<file path="src/rtl/eaglesong_bit_matrix_engine.sv">
// Eaglesong GF(2) bit-matrix multiply engine.
// out[r] = XOR of in[c] over every c with coefficient 1, where the coefficient is
// M[r][c], or M[c][r] when transpose is selected. LANES output words are produced per cycle.
module eaglesong_bit_matrix_engine #(
   parameter int unsigned N_WORDS = 16,
   parameter int unsigned WORD_W  = 32,
   parameter int unsigned LANES   = 1,
   parameter logic [N_WORDS*N_WORDS-1:0] MATRIX =
      256'hCA21_6513_DA9E_6D4F_FCB0_7E58_3F2C_1F96_0FCB_C022_E011_755F_FD78_BEBC_9F5E_8FAF
) (
   input  logic                        i_clk,
   input  logic                        i_reset,
   input  logic                        i_start,
   input  logic                        i_transpose,
   input  logic [N_WORDS*WORD_W-1:0]   i_state_in,
   output logic                        o_ready,
   output logic                        o_busy,
   output logic                        o_done,
   output logic                        o_valid,
   output logic [N_WORDS*WORD_W-1:0]   o_state_out
);

   localparam int unsigned LANES_C  = (LANES == 0) ? 1 : LANES;
   localparam int unsigned GROUPS   = N_WORDS / LANES_C;
   localparam int unsigned CNT_W    = (GROUPS > 1) ? $clog2(GROUPS) : 1;
   localparam int unsigned ROW_W    = (N_WORDS > 1) ? $clog2(N_WORDS) : 1;
   localparam int unsigned IDX_W    = (N_WORDS > 1) ? $clog2(N_WORDS * N_WORDS) : 1;
   localparam logic [CNT_W-1:0] CNT_LAST = CNT_W'(GROUPS - 1);

   // Reject lane counts that do not evenly tile the state.
   generate
      if (LANES < 1 || (N_WORDS % LANES_C) != 0) begin : g_bad_cfg
         $error("eaglesong_bit_matrix_engine: LANES must be >= 1 and divide N_WORDS");
      end
   endgenerate

   typedef enum logic [1:0] {
      S_IDLE = 2'd0,
      S_RUN  = 2'd1,
      S_DONE = 2'd2
   } state_t;

   state_t                      r_state, w_state_nxt;
   logic [CNT_W-1:0]            r_cnt, w_cnt_nxt;
   logic                        r_ready, w_ready_nxt;
   logic                        r_busy, w_busy_nxt;
   logic                        r_done, w_done_nxt;
   logic                        r_valid, w_valid_nxt;
   logic [N_WORDS*WORD_W-1:0]   r_in;
   logic                        r_transpose;
   logic [N_WORDS*WORD_W-1:0]   r_state_out;
   logic                        w_capture;
   logic                        w_wr_en;
   logic [WORD_W-1:0]           w_lane [LANES_C];

   // State, counter and registered status flags.
   always_ff @(posedge i_clk or posedge i_reset) begin
      if (i_reset) begin
         r_state <= S_IDLE;
         r_cnt   <= '0;
         r_ready <= 1'b1;
         r_busy  <= 1'b0;
         r_done  <= 1'b0;
         r_valid <= 1'b0;
      end else begin
         r_state <= w_state_nxt;
         r_cnt   <= w_cnt_nxt;
         r_ready <= w_ready_nxt;
         r_busy  <= w_busy_nxt;
         r_done  <= w_done_nxt;
         r_valid <= w_valid_nxt;
      end
   end

   // Next-state logic; status flags are derived from the state being entered.
   always_comb begin
      w_state_nxt = r_state;
      w_cnt_nxt   = r_cnt;
      w_capture   = 1'b0;
      w_wr_en     = 1'b0;
      case (r_state)
         S_IDLE, S_DONE: begin
            if (i_start) begin
               w_capture   = 1'b1;
               w_cnt_nxt   = '0;
               w_state_nxt = S_RUN;
            end
         end
         S_RUN: begin
            w_wr_en = 1'b1;
            if (r_cnt == CNT_LAST) begin
               w_state_nxt = S_DONE;
            end else begin
               w_cnt_nxt = r_cnt + CNT_W'(1);
            end
         end
         default: w_state_nxt = S_IDLE;
      endcase
      w_ready_nxt = (w_state_nxt != S_RUN);
      w_busy_nxt  = (w_state_nxt == S_RUN);
      w_valid_nxt = (w_state_nxt == S_DONE);
      w_done_nxt  = (w_state_nxt == S_DONE) && (r_state == S_RUN);
   end

   // Operand and mode capture on an accepted start.
   always_ff @(posedge i_clk or posedge i_reset) begin
      if (i_reset) begin
         r_in        <= '0;
         r_transpose <= 1'b0;
      end else if (w_capture) begin
         r_in        <= i_state_in;
         r_transpose <= i_transpose;
      end
   end

   // Row-group XOR network: one output word per lane for the current group.
   always_comb begin
      logic [ROW_W-1:0] v_row;
      logic [IDX_W-1:0] v_idx;
      v_row = '0;
      v_idx = '0;
      for (int l = 0; l < LANES_C; l++) begin
         w_lane[l] = '0;
         v_row     = ROW_W'(r_cnt) * ROW_W'(LANES_C) + ROW_W'(l);
         for (int c = 0; c < N_WORDS; c++) begin
            if (r_transpose) begin
               v_idx = IDX_W'(c) * IDX_W'(N_WORDS) + IDX_W'(v_row);
            end else begin
               v_idx = IDX_W'(v_row) * IDX_W'(N_WORDS) + IDX_W'(c);
            end
            if (MATRIX[v_idx]) begin
               w_lane[l] = w_lane[l] ^ r_in[c*WORD_W +: WORD_W];
            end
         end
      end
   end

   // Result write-back; words outside the current group keep their old value.
   always_ff @(posedge i_clk or posedge i_reset) begin
      if (i_reset) begin
         r_state_out <= '0;
      end else if (w_wr_en) begin
         for (int k = 0; k < N_WORDS; k++) begin
            if (r_cnt == CNT_W'(k / LANES_C)) begin
               r_state_out[k*WORD_W +: WORD_W] <= w_lane[k % LANES_C];
            end
         end
      end
   end

   assign o_ready     = r_ready;
   assign o_busy      = r_busy;
   assign o_done      = r_done;
   assign o_valid     = r_valid;
   assign o_state_out = r_state_out;

endmodule

</file>
<file path="config.mk">
export PLATFORM = sky130hd
export DESIGN_NAME = eaglesong_bit_matrix_engine
export DESIGN_NICKNAME = d
export VERILOG_FILES = /design/src/rtl/eaglesong_bit_matrix_engine.sv
export SDC_FILE = /design/constraint.sdc
export NUM_CORES = 2
export LEC_CHECK = 0
export ABC_AREA = 1
export CORE_AREA = 2 2 399 401
export CTS_CLUSTER_DIAMETER = 60
export DETAILED_ROUTE_END_ITERATION = 10
export DIE_AREA = 0 0 401 403
export GPL_TIMING_DRIVEN = 0
export MAX_ROUTING_LAYER = met4
export PLACE_DENSITY = 0.69
export SETUP_SLACK_MARGIN = 0.05
export SLEW_MARGIN = 5
export SYNTH_ARGS = -nofsm -noshare
export SYNTH_HDL_FRONTEND = slang
export SYNTH_SLANG_ARGS = --single-unit
</file>
<file path="constraint.sdc">
create_clock -name i_clk -period 32.2 [get_ports i_clk]
set_clock_uncertainty 0.1 [all_clocks]
set_input_delay 4.83 -clock i_clk [delete_from_list [all_inputs] [get_ports i_clk]]
set_output_delay 4.83 -clock i_clk [all_outputs]
set_load 0.02 [all_outputs]
</file>
Word-level counts from Yosys, hierarchy flattened:

Memories as Yosys holds them, arrays and structs flattened.
Cells that the tools add are included.

* memories: 16
* ROM bits: 4096
* output and inout port bits: 516
* input port bits: 516
* word-level logic and storage cells: 203
* register bits after elaboration: 1035

* muxes and demuxes: 57
* equality and inequality tests: 22
* bitwise logic cells: 15
* reduce and logical (&&, ||, !) cells: 22
* order comparisons: 16
* add/sub/neg operators: 31

Memory list
* (no name shown): depth 256, width 1, read ports 1, clocked after Yosys merged registers in 0, write ports 0, line 131 `if (MATRIX[v_idx]) begin`
* (no name shown): depth 256, width 1, read ports 1, clocked after Yosys merged registers in 0, write ports 0, line 131
* (no name shown): depth 256, width 1, read ports 1, clocked after Yosys merged registers in 0, write ports 0, line 131
* (no name shown): depth 256, width 1, read ports 1, clocked after Yosys merged registers in 0, write ports 0, line 131
* (no name shown): depth 256, width 1, read ports 1, clocked after Yosys merged registers in 0, write ports 0, line 131
* (no name shown): depth 256, width 1, read ports 1, clocked after Yosys merged registers in 0, write ports 0, line 131
* +10 memories

Operators by type and width (number)
* 32-bit two-way mux: 16
* 32-bit bitwise XOR: 15
* 8-bit by 9-bit < comparator with 1-bit output (second input constant): 16
* 8-bit two-way mux: 16
* 8-bit by 4-bit adder with 8-bit output (second input constant): 8
* 7-bit by 4-bit adder with 8-bit output (first input constant): 4
* 8-bit by 3-bit adder with 8-bit output (second input constant): 4
* 8-bit by 4-bit adder with 8-bit output (first input constant): 4
* 4-bit == test (second input constant): 8
* 2-bit AND reduction: 16
* 1-bit two-way mux: 19
* 7-bit by 5-bit adder with 8-bit output (first input constant): 2
* 8-bit by 2-bit adder with 8-bit output (second input constant): 2
* 4-bit by 3-bit == test with 1-bit output (second input constant): 4
* 6-bit by 4-bit adder with 7-bit output (first input constant): 2
* 8-bit by 1-bit adder with 8-bit output (second input constant): 1
* 4-bit by 2-bit == test with 1-bit output (second input constant): 2
* 4-bit two-way mux: 2
* 4-bit case mux with 2 select lines: 1
* 6-bit by 5-bit adder with 7-bit output (first input constant): 1
* 5-bit by 4-bit adder with 6-bit output (first input constant): 1
* 5-bit by 5-bit adder with 6-bit output (first input constant): 1
* 4-bit by 1-bit adder with 4-bit output (second input constant): 1
* 2-bit by 1-bit == test with 1-bit output (second input constant): 2
* 12 further kinds: 15

Longest topological paths before layout:

* word-level depth: 34
* mapped depth: 33
* mapped depth without buffers: 29

Worst setup path before layout:

No wires, ideal clock.

* kind: in2reg
* start point: in i_start
* end point: reg r_in[101]
* required time: 32.034 ns
* stages on the path: 6
* buffers on the path: 3
* setup time: 0.066 ns
* setup slack: 26.168 ns
* arrival: 5.867 ns
* path through: nand2_1 clkbuf_1 buf_1 clkbuf_1 nand2_1 nand2_1

* cells in the longest elaborated chain, start to end: 2

RTL lines
* start: declaration: line 13 `input logic i_start,`
* 1-bit two-way mux: line 83 `if (i_start) begin`
* 1-bit two-way mux: line 81 `case (r_state)`
* end signal: assignment: line 111 `r_in <= i_state_in;`
* end: declaration: line 49 `logic [N_WORDS*WORD_W-1:0] r_in;`

No other way between the ends.
A chain may end at the register's enable or synchronous reset.

Worst setup path in the final report:

* start point: in i_start
* end point: reg r_in[51]

Same word-level chain as after synthesis.

==> flow_metrics.py <==
metrics = {
    "drt": {
        "routed_via_density": 5.15,
        "drt_iter0_markers": 5715,
        "detailedRoute.firstPassIterationCount": 8,
        "wl_per_cell_microns": 26.9,
        "drcViolationCount": 0,
        "wirelength_mm": 288,
        "antenna_left": 0,
        "num_vias": 55100,
    },
    "sta": {
        "rsz0062_at_grt": "no",
        "final_hold_viol_count": 0,
        "period_share_pct": 22.9,
        "worst_pin_slew_ns": 1.33,
        "setup_viol": 0,
        "fin_setup_tns_ns": 0,
        "slew_viol_final": 0,
        "period_minus_slack_ns": 7.38,
        "max_freq_ghz": 0.135,
        "max_slew_margin_pct": 11.4,
    },
    "clock_network": {
        "htreeDepth": 4,
        "cts_sinks": 1035,
        "cts_made_buffers": 132,
        "cts_root_buf": "clkbuf_16",
        "postCtsSetupRepairBufs": 0,
        "cts_hold_buf": 0,
        "clk_latency_ns": 0.80,
        "ctsResizeCount": 0,
        "cts.reportedPaths.clkPinSlew_ns": 0.06,
        "cts_tree": "yes",
        "ctsLongestPathBuffers": 3,
    },
    "floorplan": {
        "ios": 1032,
        "num_rows": 146,
        "die_height_microns": 403,
        "start_util_pct": 33.5,
        "die-area_sq_um": 162000,
        "core_sq_um": 157000,
        "chipWidth_microns": 401,
    },
    "global_route": {
        "gr-total-overflow": 0,
        "antenna_found_initial": 28,
        "track_usage_pct": 36.0,
        "grt_max_degree": 42,
        "grt_pass1_vias": 52800,
        "grt_first_pass_wirelength_mm": 397,
    },
    "yosys": {
        "ys_ff_latch": 1035,
        "syn_area_per_cell_sq_um": 7.24,
        "synth_top_family_by_area": "simple AND/OR/NAND/NOR gates",
        "netlist_area_sq_um": 52800,
        "synth_compound_area_share_pct": 3.65,
        "yosysWarningCount": 0,
        "synth_edf_count": 0,
        "async_flop_share_pct": 100,
        "synth-xor-area-share_pct": 2.57,
        "synth_simple_gate_area_share_pct": 36.6,
        "syn-num-nets": 7835,
        "synthAdderAreaFrac_pct": 0.593,
        "synthCells": 7294,
        "synthFlopType": "dfrtp_1",
        "yosys.cell_types.count": 45,
        "muxShareOfSynthArea_pct": 0,
        "synth-seq-area-share_pct": 49.1,
    },
    "worst_setup_path": {
        "worstReg2RegStart": "r_cnt[1]",
        "reg2reg_to": "o_state_out[135]",
        "cp_max_fo": 10,
        "reg2reg_depth": 24,
        "crit_required_ns": 32.82,
        "startpoint": "i_start",
        "critical_path_class": "input pin to register",
        "r2r_slack_ns": 25.76,
        "cp-start-kind": "input pin",
        "crit_path_end_kind": "register",
        "endpoint": "r_in[51]",
        "cp.arrival_ns": 8.00,
    },
    "place": {
        "gp_congestion": 0.998,
        "post-dp-hpwl_mm": 231,
        "portBuffers": 1031,
        "placed_area_sq_um": 66300,
    },
    "run": {
        "max_cap_viol_count": 0,
    },
    "layout": {
        "fillers": 15800,
        "final_common_cell": "nand2_1",
        "design_area_sq_um": 70900,
        "final_core_util_pct": 45.0,
        "drive_gt1_share_pct": 6.19,
        "final_cell_mix": "nand2_1, dfrtp_1, clkdlybuf4s50_1, nand3_1, inv_1",
        "layout.nets": 9033,
        "syn_to_final_growth_pct": 34.4,
    },
    "run_status": {
        "status": "completed",
    },
    "worst_hold_path": {
        "hp-class": "register to register",
    },
}
[flip-flops by register name, summed over array words and instances (netlist names)]
name / count
o_state_out: 512
r_in: 512
r_cnt: 4
r_state: 2
o_busy: 1
o_done: 1
o_ready: 1
o_valid: 1
r_transpose: 1
[layout make-up]
class / instances / area [sq um] / share of cell area, %
timing repair buffer: 1064 / 11000 / 15.5
clock buffer: 186 / 3780 / 5.33
buffer: 346 / 1730 / 2.45
sequential: 1035 / 25900 / 36.5
clock inverter: 54 / 706 / 0.995
antenna: 29 / 72.6 / 0.102
multi-input combinational: 5324 / 22900 / 32.3
inverter: 589 / 2220 / 3.13
tap: 2072 / 2590 / 3.66
[cell families after synthesis]
logic type                 Yosys count
and+or+nand+nor                   4769
DFF                               1035
buffers and inverters              935
AOI/OAI and AO/OA                  375
xor gates and xnor gates           155
adders and majority gates           25
[worst max-delay path: stages]
cell and delay (ns):
clkdlybuf4s50_1 0.50, nand2_1 0.28, inv_2 0.38, clkbuf_1 0.44
clkbuf_1 0.92, nand2_1 0.45, o21ai_0 0.18
[synth_stat cells, types with 2 or more instances]
cell         n  area (sq um)
a21boi_0     2          15.0
a21oi_1     34           170
a21oi_2      2          17.5
buf_1        6          22.5
buf_2       60           300
buf_4       53           398
buf_6       20           225
clkbuf_1   206           773
clkinv_1     3          11.3
dfrtp_1   1034         25900
ha_1        25           313
inv_1      545          2050
inv_2       40           150
nand2_1   3717         14000
nand2_2     57           357
nand2_4      3          33.8
nand3_1    606          3030
nand3_2     17           170
nand3_4      2          35.0
nand3b_1    48           360
nand4_1     27           169
nor2_1     259           972
nor2_2      17           106
nor2_4       5          56.3
nor3_1       2          10.0
o211ai_1     4          30.0
o21ai_0    282          1410
o21ai_1     40           200
o21bai_1     3          22.5
o22ai_1      4          25.0
or2_1        3          18.8
or2_2        2          12.5
xnor2_1     68           596
xor2_1      87           762
[worst min path at each step]
stage                                start                to  slack [ns]  cells past startpoint
final                      o_state_out[57]   o_state_out[57]        0.38                      2
after global placement    o_state_out[277]  o_state_out[277]        0.36                      2
after floorplan                  r_in[101]         r_in[101]        0.35                      2
after detailed placement  o_state_out[245]  o_state_out[245]        0.36                      2
after global routing      o_state_out[370]  o_state_out[370]        0.39                      2
after CTS                 o_state_out[245]  o_state_out[245]        0.38                      2
[metrics by stage]
| stage | hold slack, ns | cells | setup WS, ns |
|---|---|---|---|
| 2_1_floorplan | 0.349 | 7294 | 13.00 |
| 3_3_place_gp | 0.361 | 10400 | 6.21 |
| 3_5_place_dp | 0.365 | 10400 | 24.04 |
| 4_1_cts | 0.380 | 10700 | 24.91 |
| 5_1_grt | 0.389 | 10700 | 24.61 |
| 6_report | 0.378 | 10700 | 24.82 |
[routing by layer]
layer / track usage (%) / up-vias / routed length [microns]
li1: - / 24800 / -
met1: 40.5 / 26500 / 106000
met2: 57.2 / 3046 / 134000
met3: 6.80 / 695 / 23300
met4: 26.5 / 0 / 25600
met5: - / - / 0
Power is left out: the tool's default activity adds up to more than one toggle a clock period on the data nets, which glitch-free logic cannot reach.
